[src/rtl/fetch_stage.sv]
// Instruction-fetch stage: PC register, I-cache request, miss tolerance, branch redirect and HLT stop.
// Optional FETCH_PERF_CNT_EN adds saturating delivered-instruction and stall-cycle counters.
module fetch_stage #(
  parameter logic [15:0] RESET_PC    = 16'h0000,
  parameter logic [3:0]  HALT_OPCODE = 4'hF,
  parameter logic [15:0] NOP_INSTR   = 16'h0000
) (
  input  logic        clk,
  input  logic        rst_n,
  input  logic        stall_en,
  input  logic        redirect_en,
  input  logic [15:0] redirect_pc,
  output logic        imem_req,
  output logic [15:0] imem_addr,
  input  logic [15:0] imem_rdata,
  input  logic        imem_valid,
  output logic [15:0] pc_add_out,
  output logic [15:0] instr_out,
  output logic        fetch_stall,
  output logic        halted
`ifdef FETCH_PERF_CNT_EN
  ,
  output logic [15:0] perf_instr_cnt,
  output logic [15:0] perf_stall_cnt
`endif
);

  typedef enum logic [1:0] {
    ST_RUN  = 2'd0,
    ST_MISS = 2'd1,
    ST_HALT = 2'd2
  } state_t;

  state_t      state_q, state_d;
  logic [15:0] pc_q, pc_d;
  logic        redir_pend_q, redir_pend_d;
  logic [15:0] pend_pc_q, pend_pc_d;
  logic [15:0] dlv_pc_s;
  logic        dlv_halt_s;
  logic        deliver_s;

  always_ff @(posedge clk) begin
    if (!rst_n) begin
      state_q      <= ST_RUN;
      pc_q         <= RESET_PC;
      redir_pend_q <= 1'b0;
      pend_pc_q    <= 16'h0000;
    end else begin
      state_q      <= state_d;
      pc_q         <= pc_d;
      redir_pend_q <= redir_pend_d;
      pend_pc_q    <= pend_pc_d;
    end
  end

  // Next PC when an instruction is actually delivered: redirect > stall > HLT > sequential.
  always_comb begin
    dlv_pc_s   = pc_q + 16'd2;
    dlv_halt_s = 1'b0;
    if (redirect_en) begin
      dlv_pc_s = redirect_pc;
    end else if (stall_en) begin
      dlv_pc_s = pc_q;
    end else if (imem_rdata[15:12] == HALT_OPCODE) begin
      dlv_pc_s   = pc_q;
      dlv_halt_s = 1'b1;
    end else begin
      dlv_pc_s = pc_q + 16'd2;
    end
  end

  always_comb begin
    state_d      = state_q;
    pc_d         = pc_q;
    redir_pend_d = redir_pend_q;
    pend_pc_d    = pend_pc_q;
    case (state_q)
      ST_RUN: begin
        if (imem_valid) begin
          pc_d    = dlv_pc_s;
          state_d = dlv_halt_s ? ST_HALT : ST_RUN;
        end else begin
          // Miss address must stay stable until its fill, so a redirect is parked.
          state_d = ST_MISS;
          if (redirect_en) begin
            redir_pend_d = 1'b1;
            pend_pc_d    = redirect_pc;
          end else begin
            redir_pend_d = redir_pend_q;
          end
        end
      end
      ST_MISS: begin
        if (imem_valid && redir_pend_q) begin
          pc_d         = redirect_en ? redirect_pc : pend_pc_q;
          redir_pend_d = 1'b0;
          state_d      = ST_RUN;
        end else if (imem_valid) begin
          pc_d    = dlv_pc_s;
          state_d = dlv_halt_s ? ST_HALT : ST_RUN;
        end else if (redirect_en) begin
          redir_pend_d = 1'b1;
          pend_pc_d    = redirect_pc;
        end else begin
          state_d = ST_MISS;
        end
      end
      ST_HALT: begin
        if (redirect_en) begin
          pc_d    = redirect_pc;
          state_d = ST_RUN;
        end else begin
          state_d = ST_HALT;
        end
      end
      default: begin
        state_d = ST_RUN;
        pc_d    = RESET_PC;
      end
    endcase
  end

  always_comb begin
    deliver_s   = 1'b0;
    imem_req    = 1'b1;
    halted      = 1'b0;
    case (state_q)
      ST_RUN:  deliver_s = imem_valid;
      ST_MISS: deliver_s = imem_valid && !redir_pend_q;
      ST_HALT: begin
        imem_req = 1'b0;
        halted   = 1'b1;
      end
      default: deliver_s = 1'b0;
    endcase
    imem_addr   = pc_q;
    pc_add_out  = pc_q + 16'd2;
    fetch_stall = !deliver_s;
    instr_out   = deliver_s ? imem_rdata : NOP_INSTR;
  end

`ifdef FETCH_PERF_CNT_EN
  logic [15:0] perf_instr_q, perf_stall_q;

  // Saturating counters; HALT cycles are not counted as stalls.
  always_ff @(posedge clk) begin
    if (!rst_n) begin
      perf_instr_q <= 16'h0000;
      perf_stall_q <= 16'h0000;
    end else begin
      if (deliver_s && !stall_en && (perf_instr_q != 16'hFFFF)) begin
        perf_instr_q <= perf_instr_q + 16'd1;
      end
      if (!deliver_s && (state_q != ST_HALT) && (perf_stall_q != 16'hFFFF)) begin
        perf_stall_q <= perf_stall_q + 16'd1;
      end
    end
  end

  assign perf_instr_cnt = perf_instr_q;
  assign perf_stall_cnt = perf_stall_q;
`endif

endmodule

[config.mk]
export PLATFORM = sky130hd
export DESIGN_NAME = fetch_stage
export DESIGN_NICKNAME = d
export VERILOG_FILES = /design/src/rtl/fetch_stage.sv
export SDC_FILE = /design/constraint.sdc
export NUM_CORES = 1
export LEC_CHECK = 0
export CAP_MARGIN = 10
export CORE_MARGIN = 4
export CORE_UTILIZATION = 50
export CTS_CLUSTER_SIZE = 24
export DETAILED_ROUTE_END_ITERATION = 8
export DONT_BUFFER_PORTS = 1
export MAX_ROUTING_LAYER = met4
export SETUP_SLACK_MARGIN = 0.3
export SLEW_MARGIN = 20
export SYNTH_ARGS = -nofsm -noshare
export SYNTH_HDL_FRONTEND = slang
export SYNTH_SLANG_ARGS = --single-unit
[constraint.sdc]
create_clock -name clk -period 2.45 [get_ports clk]
set_clock_uncertainty 0.15 [all_clocks]
set_input_delay 0.3675 -clock clk [delete_from_list [all_inputs] [get_ports clk]]
set_output_delay 0.3675 -clock clk [all_outputs]
set_load 0.03 [all_outputs]
After elaboration in Yosys (flattened, before gate mapping)
Index checks and enable logic that the tools add are counted.
{"block": "classes", "addsub": 1, "eq_ne": 6, "muxes": 29, "n_reduce_logical": 7}
{"op": "$mux W16", "n": 10}
{"op": "$pmux W16 S3", "n": 1}
{"op": "$pmux W16 S2", "n": 1}
{"op": "$add A16 B2 Y16 const B", "n": 1}
{"op": "$mux W2", "n": 6}
{"op": "$mux W1", "n": 8}
{"op": "$pmux W2 S3", "n": 1}
{"op": "$eq A4 B4 Y1 const B", "n": 1}
{"op": "$ne A2 B2 Y1 const B", "n": 2}
{"op": "$ne A4 B4 Y1 const B", "n": 1}
{"op": "$pmux W1 S2", "n": 2}
{"op": "$eq A2 B1 Y1 const B", "n": 1}
{"op": "$eq A2 B2 Y1 const B", "n": 1}
{"op": "$logic_and A1 B1 Y1", "n": 2}
{"op": "$logic_not A1 Y1", "n": 2}
{"op": "$logic_not A2 Y1", "n": 1}
{"op": "$reduce_and A2 Y1", "n": 1}
{"op": "$reduce_bool A2 Y1", "n": 1}
{"block": "totals", "register_bits": 35, "input_bits": 37, "output_inout_bits": 51, "word_cells": 47}

Logic depth before layout (Yosys ltp)
Gate-level depths: netlist of run 1.
{"block": "depth", "depth_word": 8, "depth_mapped": 8, "ltp_nobuf": 6}

Least setup slack after synthesis of run 1
OpenSTA, ideal clock, no wires.
{"block": "synth_path", "path_kind": "register -> output", "start": "register pc_q[6] (netlist: imem_addr[6])", "end": "output port pc_add_out[14]", "arrival_ns": 1.949, "t_required_ns": 1.933, "slack_ns": -0.016, "path_stages_with_launch": 7, "n_path_buf": 2, "cell_sequence": "dfxtp_1 buf_2 nand4_4 or2_1 buf_2 nand2b_1 xnor2_1"}
{"block": "synth_via", "elab_chain_len": 1}
{"element": "start: declaration", "line_no": "35", "text": "logic [15:0] pc_q, pc_d;"}
{"element": "start signal: assignment", "line_no": "50", "text": "pc_q <= pc_d;"}
{"element": "$add A16 B2 Y16", "line_no": "137", "text": "pc_add_out = pc_q + 16'd2;"}
{"element": "end: declaration", "line_no": "17", "text": "output logic [15:0] pc_add_out,"}
No other way between the ends.

Worst setup path after layout of run 1
{"block": "layout_path", "start": "register pc_q[2] (netlist: imem_addr[2])", "end": "output port pc_add_out[11]"}
The elaborated chain is that of the path after synthesis.

==> metrics.log, run 1 <==
[metrics] outcome: completed
[metrics] reg-to-reg endpoint: imem_addr[6]
[metrics] Post-synth EDFFs: 0
[metrics] die area: 6590 µm²
[metrics] launching point of the worst reg2reg path: state_q[0]
[metrics] launch point of the worst path: imem_addr[2]
[metrics] Synth Register Bits: 35
[metrics] type of the setup path with the least slack: flip-flop to output pin
[metrics] wire length of the first global-routing pass: 14,200 µm
[metrics] detailed-router iteration count before antenna repair: 7
[metrics] share of the clock period used by the worst path after layout: 90.7%
[metrics] Critical Path End: pc_add_out[11]
[metrics] Cell Int Power: 0.000960 W
[metrics] I/O pin cnt: 88
[metrics] CTS buffer count: 5
[metrics] depth of the most critical reg-to-reg path: 6
[metrics] number of nets in the final layout: 430
[metrics] dpl cells: 442
[metrics] number of levels in the clock H-tree: 2
[metrics] post-synth cell types: 62
[metrics] part of the total power dissipated in sequential elements: 43.1%
[metrics] Layout area overhead: 24.5%
[metrics] most used flip-flop cell after synthesis: sky130_fd_sc_hd__dfxtp_1
[metrics] total negative slack: 0 ns
[metrics] required time at the endpoint of the critical path: 1.93 ns
[metrics] mean area per synthesized cell: 7.26 µm²
[metrics] global placement routability congestion: 0.879
[metrics] worst slew pin tran: 0.626 ns
[metrics] share of the synthesized area in the top cell type: 26.2%
[metrics] pre-CTS WS: 0.268 ns
[metrics] Reg2Reg Setup Slack: 0.44 ns
[metrics] library cell with the highest instance count after synthesis: sky130_fd_sc_hd__nand2_1
[metrics] number of buffers on the longest clock path: 2
[metrics] netlist area before placement: 2680 µm²
[metrics] Chip Height: 81.2 µm
[metrics] Max Cap Viol: 0
[metrics] top achievable clock speed: 0.450 GHz
[metrics] Inserted Diodes: 0
[metrics] Worst setup SP type: flip-flop
[metrics] leakage power summed over all cells: 1.37 nW
[metrics] CP endpoint kind: output pin
[metrics] Slew HR: 58.2%
[metrics] root buf cell: sky130_fd_sc_hd__clkbuf_8
[metrics] unrepaired setup endpoints after global routing: true
[metrics] number of antenna violations at the first check in global routing: 0
[metrics] Antenna Nets Post-Route: 0
[metrics] critical path data arrival time: 1.70 ns
[metrics] number of I/O port buffers: 0
[metrics] most common library cells after synthesis: sky130_fd_sc_hd__nand2_1 (60), sky130_fd_sc_hd__dfxtp_1 (35), sky130_fd_sc_hd__nor2_1 (32)
[metrics] post-layout min period: 2.22 ns
[metrics] final setup margin: 0.229 ns
[metrics] layout cells sized above 1: 26.5%
[metrics] net count after synthesis: 407
[metrics] clock network fraction of design power: 29.0%
[metrics] clock net sink count: 35
[metrics] PwrDens: 456 nW/µm²
[metrics] P_sw: 0.000559 W
[metrics] horizontal die dimension: 81.2 µm
[metrics] top area cells in the synthesized netlist: sky130_fd_sc_hd__dfxtp_1 (26%), sky130_fd_sc_hd__nand2_1 (8.4%), sky130_fd_sc_hd__a21boi_0 (5.0%)
[metrics] number of vias per cell after detailed routing: 6.37
[metrics] number of failing hold endpoints at the final stage: 0
[metrics] Worst Path Max Fanout: 7
[metrics] Hold WC Path Type: input port to flip-flop
[metrics] via count of the first global-routing pass: 2,710
[metrics] number of rows in the core area: 26
[metrics] number of DRC violations after detailed routing: 0
[metrics] Routed Wire Length: 9090 µm
[metrics] DRC marker count from the first detailed-route iteration: 315
[metrics] final setup vio count: 0
[metrics] Comb power frac: 27.9%
[metrics] clock tree from TritonCTS: yes
[metrics] Total GRT Usage: 28.7%
[metrics] Reg clk slew, reported paths: 0.08 ns
[metrics] sequential area share after synthesis: 26.2%
[metrics] post-DR wirelength/cell: 19.6 µm
[metrics] maximum number of pins on one net before global-route repair: 43
[metrics] total via count after detailed routing: 2,951
[metrics] cell type with the highest aggregate area in the netlist: sky130_fd_sc_hd__dfxtp_1
[metrics] total global routing overflow: 0
[metrics] detailed placer's ending HPWL: 6460 µm
[metrics] fraction of registers with async set/reset: 0%
[metrics] number of warnings issued by yosys: 0
[metrics] Worst Hold Depth: 2
[metrics] count of placed standard cells in the final layout, fillers left out: 463
[metrics] starting utilization of the core area: 52.1%
[metrics] switching power share of the total: 36.8%
[metrics] Post-Syn Instances: 369
[metrics] Slew Limit Fails: 0
[metrics] maximum vdd drop: 287 µV
[metrics] area inside the core boundary: 5140 µm²
[metrics] clk_lat worst skew: 0.30 ns
-- how the worst min path moves through the flow --
stage,endpoint,from,slack (ns)
2_1_floorplan,pend_pc_q[0],pend_pc_q[0],0.29
3_3_place_gp,state_q[0],imem_valid,0.29
4_1_cts,imem_addr[3],rst_n,0.03
5_1_grt,imem_addr[6],rst_n,0.03
3_5_place_dp,state_q[0],imem_valid,0.30
6_report,imem_addr[3],rst_n,0.03
-- through the flow --
| stage | util [%] | hold slack (ns) | instance area [µm²] | power, W |
|---|---|---|---|---|
| CTS | 62.2 | 0.0305 | 3200 | 0.00151 |
| global placement | 57.7 | 0.294 | 2970 | 0.00106 |
| floorplan | - | 0.293 | 2770 | 0.000990 |
| finish | 64.9 | 0.0335 | 3330 | 0.00152 |
| global route | 64.9 | 0.0309 | 3330 | 0.00159 |
| detailed placement | 57.7 | 0.297 | 2970 | 0.00107 |
-- kinds of logic (layout without fill, tap and decap cells) --
group / count (synthesis) / in the layout / share of synthesized area (%)
AO/OA/AOI/OAI: 111 / 111 / 30.6
XOR/XNOR: 17 / 17 / 5.56
adder cells (fa/ha/maj): 1 / 1 / 0.467
buffers and inverters: 47 / 71 / 7.71
flip-flops: 35 / 35 / 26.2
multiplexers: 3 / 3 / 1.17
AND/OR/NAND/NOR: 155 / 155 / 28.3
-- cell type report --
| class | count | area [µm²] |
|---|---|---|
| Multi-Input combinational cell | 287 | 1950 |
| Fill cell | 471 | 1810 |
| Sequential cell | 35 | 717 |
| Timing Repair Buffer | 51 | 450 |
| Tap cell | 70 | 87.6 |
| Clock buffer | 5 | 68.8 |
| Inverter | 12 | 45.0 |
| Clock inverter | 3 | 20.0 |
-- layout by cell type (no fill, tap or decap), types with 3 or more instances in the layout --
| cell type | synthesis | routed |
|---|---|---|
| sky130_fd_sc_hd__nand2_1 | 60 | 59 |
| sky130_fd_sc_hd__and3_1 | 21 | 19 |
| sky130_fd_sc_hd__nand3_1 | 10 | 8 |
| sky130_fd_sc_hd__xnor2_1 | 9 | 4 |
| sky130_fd_sc_hd__o21ai_0 | 20 | 20 |
| sky130_fd_sc_hd__nor3_4 | 1 | 3 |
| sky130_fd_sc_hd__o211ai_1 | 3 | 3 |
| sky130_fd_sc_hd__buf_6 | 0 | 4 |
| sky130_fd_sc_hd__dfxtp_2 | 0 | 10 |
| sky130_fd_sc_hd__buf_4 | 2 | 42 |
| sky130_fd_sc_hd__o221ai_1 | 3 | 3 |
| sky130_fd_sc_hd__xor2_1 | 8 | 6 |
| sky130_fd_sc_hd__a21boi_0 | 18 | 18 |
| sky130_fd_sc_hd__buf_12 | 0 | 4 |
| sky130_fd_sc_hd__nor3_1 | 11 | 10 |
| sky130_fd_sc_hd__a222oi_1 | 5 | 5 |
| sky130_fd_sc_hd__clkbuf_8 | 0 | 5 |
| sky130_fd_sc_hd__nor2_1 | 32 | 28 |
| sky130_fd_sc_hd__a22oi_1 | 11 | 11 |
| sky130_fd_sc_hd__nand2b_1 | 5 | 4 |
| sky130_fd_sc_hd__inv_1 | 12 | 12 |
| sky130_fd_sc_hd__a21oi_1 | 16 | 16 |
| sky130_fd_sc_hd__dfxtp_1 | 35 | 24 |
| sky130_fd_sc_hd__o22ai_1 | 5 | 5 |
| sky130_fd_sc_hd__xnor2_2 | 0 | 4 |
-- timing repair --
| action | 4_1_cts | 5_1_grt |
|---|---|---|
| resized for setup | 17 | 12 |
| setup buffers | 5 | 7 |
| hold buffers | 1 | 0 |
| setup endpoints to repair | 12 | 16 |
| pin swaps | 8 | 6 |
| hold endpoints to repair | 1 | 0 |
| gates cloned | 0 | 0 |
-- power by group through the flow --
stage	Clock, W	Combinational [W]	Sequential [W]
floorplan	0	0.000303	0.000687
global placement	0	0.000401	0.000663
detailed placement	0	0.000404	0.000663
CTS	0.000447	0.000414	0.000653
global route	0.000474	0.000456	0.000659
finish	0.000440	0.000424	0.000654
-- layer usage --
metal / up-vias / track usage, % / wire length [µm]
met1: 1355 / 39.4 / 3940
li1: 1371 / - / -
met5: - / - / 0
met4: 0 / 7.60 / 209
met3: 24 / 7.76 / 1060
met2: 201 / 41.3 / 3880
-- flip-flops by register name (all words and copies together), names as in the netlist --
signal and cells:
imem_addr 16, pend_pc_q 16, redir_pend_q 1, state_q 2
-- worst max-delay path, cell delays in order (launching register included) --
cell and delay, ns:
sky130_fd_sc_hd__dfxtp_4 0.46, sky130_fd_sc_hd__ha_4 0.18, sky130_fd_sc_hd__nand2_4 0.06, sky130_fd_sc_hd__buf_6 0.14, sky130_fd_sc_hd__nor3_4 0.17, sky130_fd_sc_hd__xor2_1 0.19, sky130_fd_sc_hd__buf_4 0.19
Note: power is estimated with default switching activity, not from simulation.
==> run 2: changes to the inputs <==
==> constraint.sdc (replaced) <==
create_clock -name clk -period 2.7 [get_ports clk]
set_clock_uncertainty 0.15 [all_clocks]
set_input_delay 0.405 -clock clk [delete_from_list [all_inputs] [get_ports clk]]
set_output_delay 0.405 -clock clk [all_outputs]
set_load 0.03 [all_outputs]
==> metrics.log, run 2 (same netlist as run 1, synthesis figures left out) <==
[metrics] outcome: completed
[metrics] commonest non-fill, non-tap cell in the layout: sky130_fd_sc_hd__nand2_1
[metrics] type of the setup path with the least slack: flip-flop to output pin
[metrics] starting utilization of the core area: 52.1% (unchanged)
[metrics] Chip Height: 81.2 µm (unchanged)
[metrics] Filler Cell Count: 525 (+11%)
[metrics] Register Area: 702 µm² (-2.1%)
[metrics] most used cells in the layout excluding fill and tap cells: sky130_fd_sc_hd__nand2_1 (59), sky130_fd_sc_hd__dfxtp_1 (34), sky130_fd_sc_hd__buf_4 (32)
[metrics] maximum number of pins on one net before global-route repair: 43 (unchanged)
[metrics] total global routing overflow: 0 (unchanged)
[metrics] I/O pin cnt: 88 (unchanged)
[metrics] CTS buffer count: 5 (unchanged)
[metrics] Reg2Reg Setup Slack: 0.47 ns (+0.03 ns)
[metrics] depth of the most critical reg-to-reg path: 5 (-1)
[metrics] Inserted Diodes: 0 (unchanged)
[metrics] number of levels in the clock H-tree: 2 (unchanged)
[metrics] number of DRC violations after detailed routing: 0 (unchanged)
[metrics] horizontal die dimension: 81.2 µm (unchanged)
[metrics] global placement routability congestion: 0.944 (+7.4%)
[metrics] worst hold start: imem_valid
[metrics] critical path data arrival time: 1.76 ns (+0.06 ns)
[metrics] PwrDens: 448 nW/µm² (-1.6%)
[metrics] total via count after detailed routing: 2,826 (-4.2%)
[metrics] Routed Wire Length: 8570 µm (-5.8%)
[metrics] detailed placer's ending HPWL: 6160 µm (-4.6%)
[metrics] Worst setup SP type: flip-flop
[metrics] Hold WC Path Type: input port to flip-flop
[metrics] Worst Path Max Fanout: 7 (unchanged)
[metrics] number of antenna violations at the first check in global routing: 0 (unchanged)
[metrics] worst slew pin tran: 0.801 ns (+0.175 ns)
[metrics] root buf cell: sky130_fd_sc_hd__clkbuf_8
[metrics] multi-input gate area in the final layout: 1840 µm² (-5.5%)
[metrics] top achievable clock speed: 0.432 GHz
[metrics] Total GRT Usage: 27.3% (-1.4 points)
[metrics] Slew HR: 46.4% (-12 points)
[metrics] number of failing hold endpoints at the final stage: 0 (unchanged)
[metrics] Reg clk slew, reported paths: 0.07 ns (about the same)
[metrics] unrepaired setup endpoints after global routing: false
[metrics] Layout area overhead: 12.1%
[metrics] reg-to-reg endpoint: imem_addr[9]
[metrics] wire length of the first global-routing pass: 13,400 µm (-5.9%)
[metrics] number of rows in the core area: 26 (unchanged)
[metrics] final setup margin: 0.387 ns (+0.159 ns)
[metrics] hold path endpoint: state_q[0]
[metrics] share of the clock period used by the worst path after layout: 85.7%
[metrics] number of I/O port buffers: 0 (unchanged)
[metrics] detailed-router iteration count before antenna repair: 5 (-2)
[metrics] Max Cap Viol: 0 (unchanged)
[metrics] layout cells sized above 1: 17.2% (-9.3 points)
[metrics] via count of the first global-routing pass: 2,510 (-7.4%)
[metrics] post-layout min period: 2.31 ns
[metrics] number of nets in the final layout: 411 (-4.4%)
[metrics] total power: 0.00134 W (-11%)
[metrics] post-DR wirelength/cell: 19.3 µm (-1.5%)
[metrics] maximum vdd drop: 287 µV (about the same)
[metrics] pre-CTS WS: 0.469 ns (+0.201 ns)
[metrics] clk_lat worst skew: 0.28 ns (-0.02 ns)
[metrics] clock net sink count: 35 (unchanged)
[metrics] launching point of the worst reg2reg path: state_q[1]
[metrics] Slew Limit Fails: 0 (unchanged)
[metrics] die area: 6590 µm² (unchanged)
[metrics] required time at the endpoint of the critical path: 2.14 ns (+0.21 ns)
[metrics] Worst Hold Depth: 1 (-1)
[metrics] area inside the core boundary: 5140 µm² (unchanged)
[metrics] total negative slack: 0 ns (unchanged)
[metrics] clock tree from TritonCTS: yes
[metrics] final setup vio count: 0 (unchanged)
[metrics] CP endpoint kind: output pin
[metrics] number of buffers on the longest clock path: 2 (unchanged)
[metrics] leakage power summed over all cells: 1.21 nW (-12%)
[metrics] DRC marker count from the first detailed-route iteration: 336 (+6.7%)
[metrics] Antenna Nets Post-Route: 0 (unchanged)
[metrics] number of vias per cell after detailed routing: 6.38 (about the same)
## run 2: cell types whose count changed in the layout (fill, tap and decap cells not counted), moves of 4 or more
cell / previous run / this run
sky130_fd_sc_hd__dfxtp_1: 24 / 34
sky130_fd_sc_hd__buf_12: 4 / 0
sky130_fd_sc_hd__buf_6: 4 / 0
sky130_fd_sc_hd__buf_4: 42 / 32
sky130_fd_sc_hd__dfxtp_2: 10 / 1
## run 2: cell type report
cell class,count,share of cell area [%]
clock buffers,6,2.75
clock inverters,1,0.167
inverters,12,1.50
multi-input cells,287,61.3
flip-flops and latches,35,23.4
well taps,70,2.92
repair buffers,32,8.01
## run 2: report_power, final
| part | internal [W] | switching, W |
|---|---|---|
| Sequential | 0.000548 | 0.0000396 |
| Clock | 0.000200 | 0.000191 |
| Combinational | 0.000126 | 0.000239 |
| Total | 0.000875 | 0.000470 |
## run 2: through the flow
stage	area, µm²	utilization (%)	cells	hold WS, ns
finish	3000	58.4	443	0.0432
global route	3000	58.4	443	0.0347
CTS	2950	57.4	440	0.0308
detailed placement	2860	55.6	433	0.308
global placement	2860	55.6	433	0.301
floorplan	2720	-	369	0.293
## run 2: worst max-delay path by stage
stage / slack, ns / endpoint / startpoint
floorplan: 0.32 / pc_add_out[9] / imem_addr[1]
global placement: 0.46 / imem_addr[13] / state_q[0]
detailed placement: 0.47 / imem_addr[13] / state_q[0]
CTS: 0.30 / pc_add_out[15] / imem_addr[1]
global route: 0.32 / pc_add_out[10] / imem_addr[5]
finish: 0.39 / pc_add_out[10] / imem_addr[5]
## run 2: repair_timing
item,CTS,global route
pin swaps,0,3
hold buffers,0,0
gates resized for setup,1,6
setup endpoints to repair,2,11
setup buffers,0,3
## run 2: worst max-delay path, stage by stage (launching register included)
cell and delay [ns]:
sky130_fd_sc_hd__dfxtp_1 0.41, sky130_fd_sc_hd__nand4_4 0.19, sky130_fd_sc_hd__or2_4 0.32, sky130_fd_sc_hd__nor2_1 0.19
sky130_fd_sc_hd__xor2_2 0.36
## run 2: layer usage
layer	GRT usage (%)	wire [µm]	vias up
li1	-	-	1328
met1	39.2	3730	1311
met2	38.8	3700	177
met3	5.54	1030	10
met4	7.09	114	0
met5	-	0	-
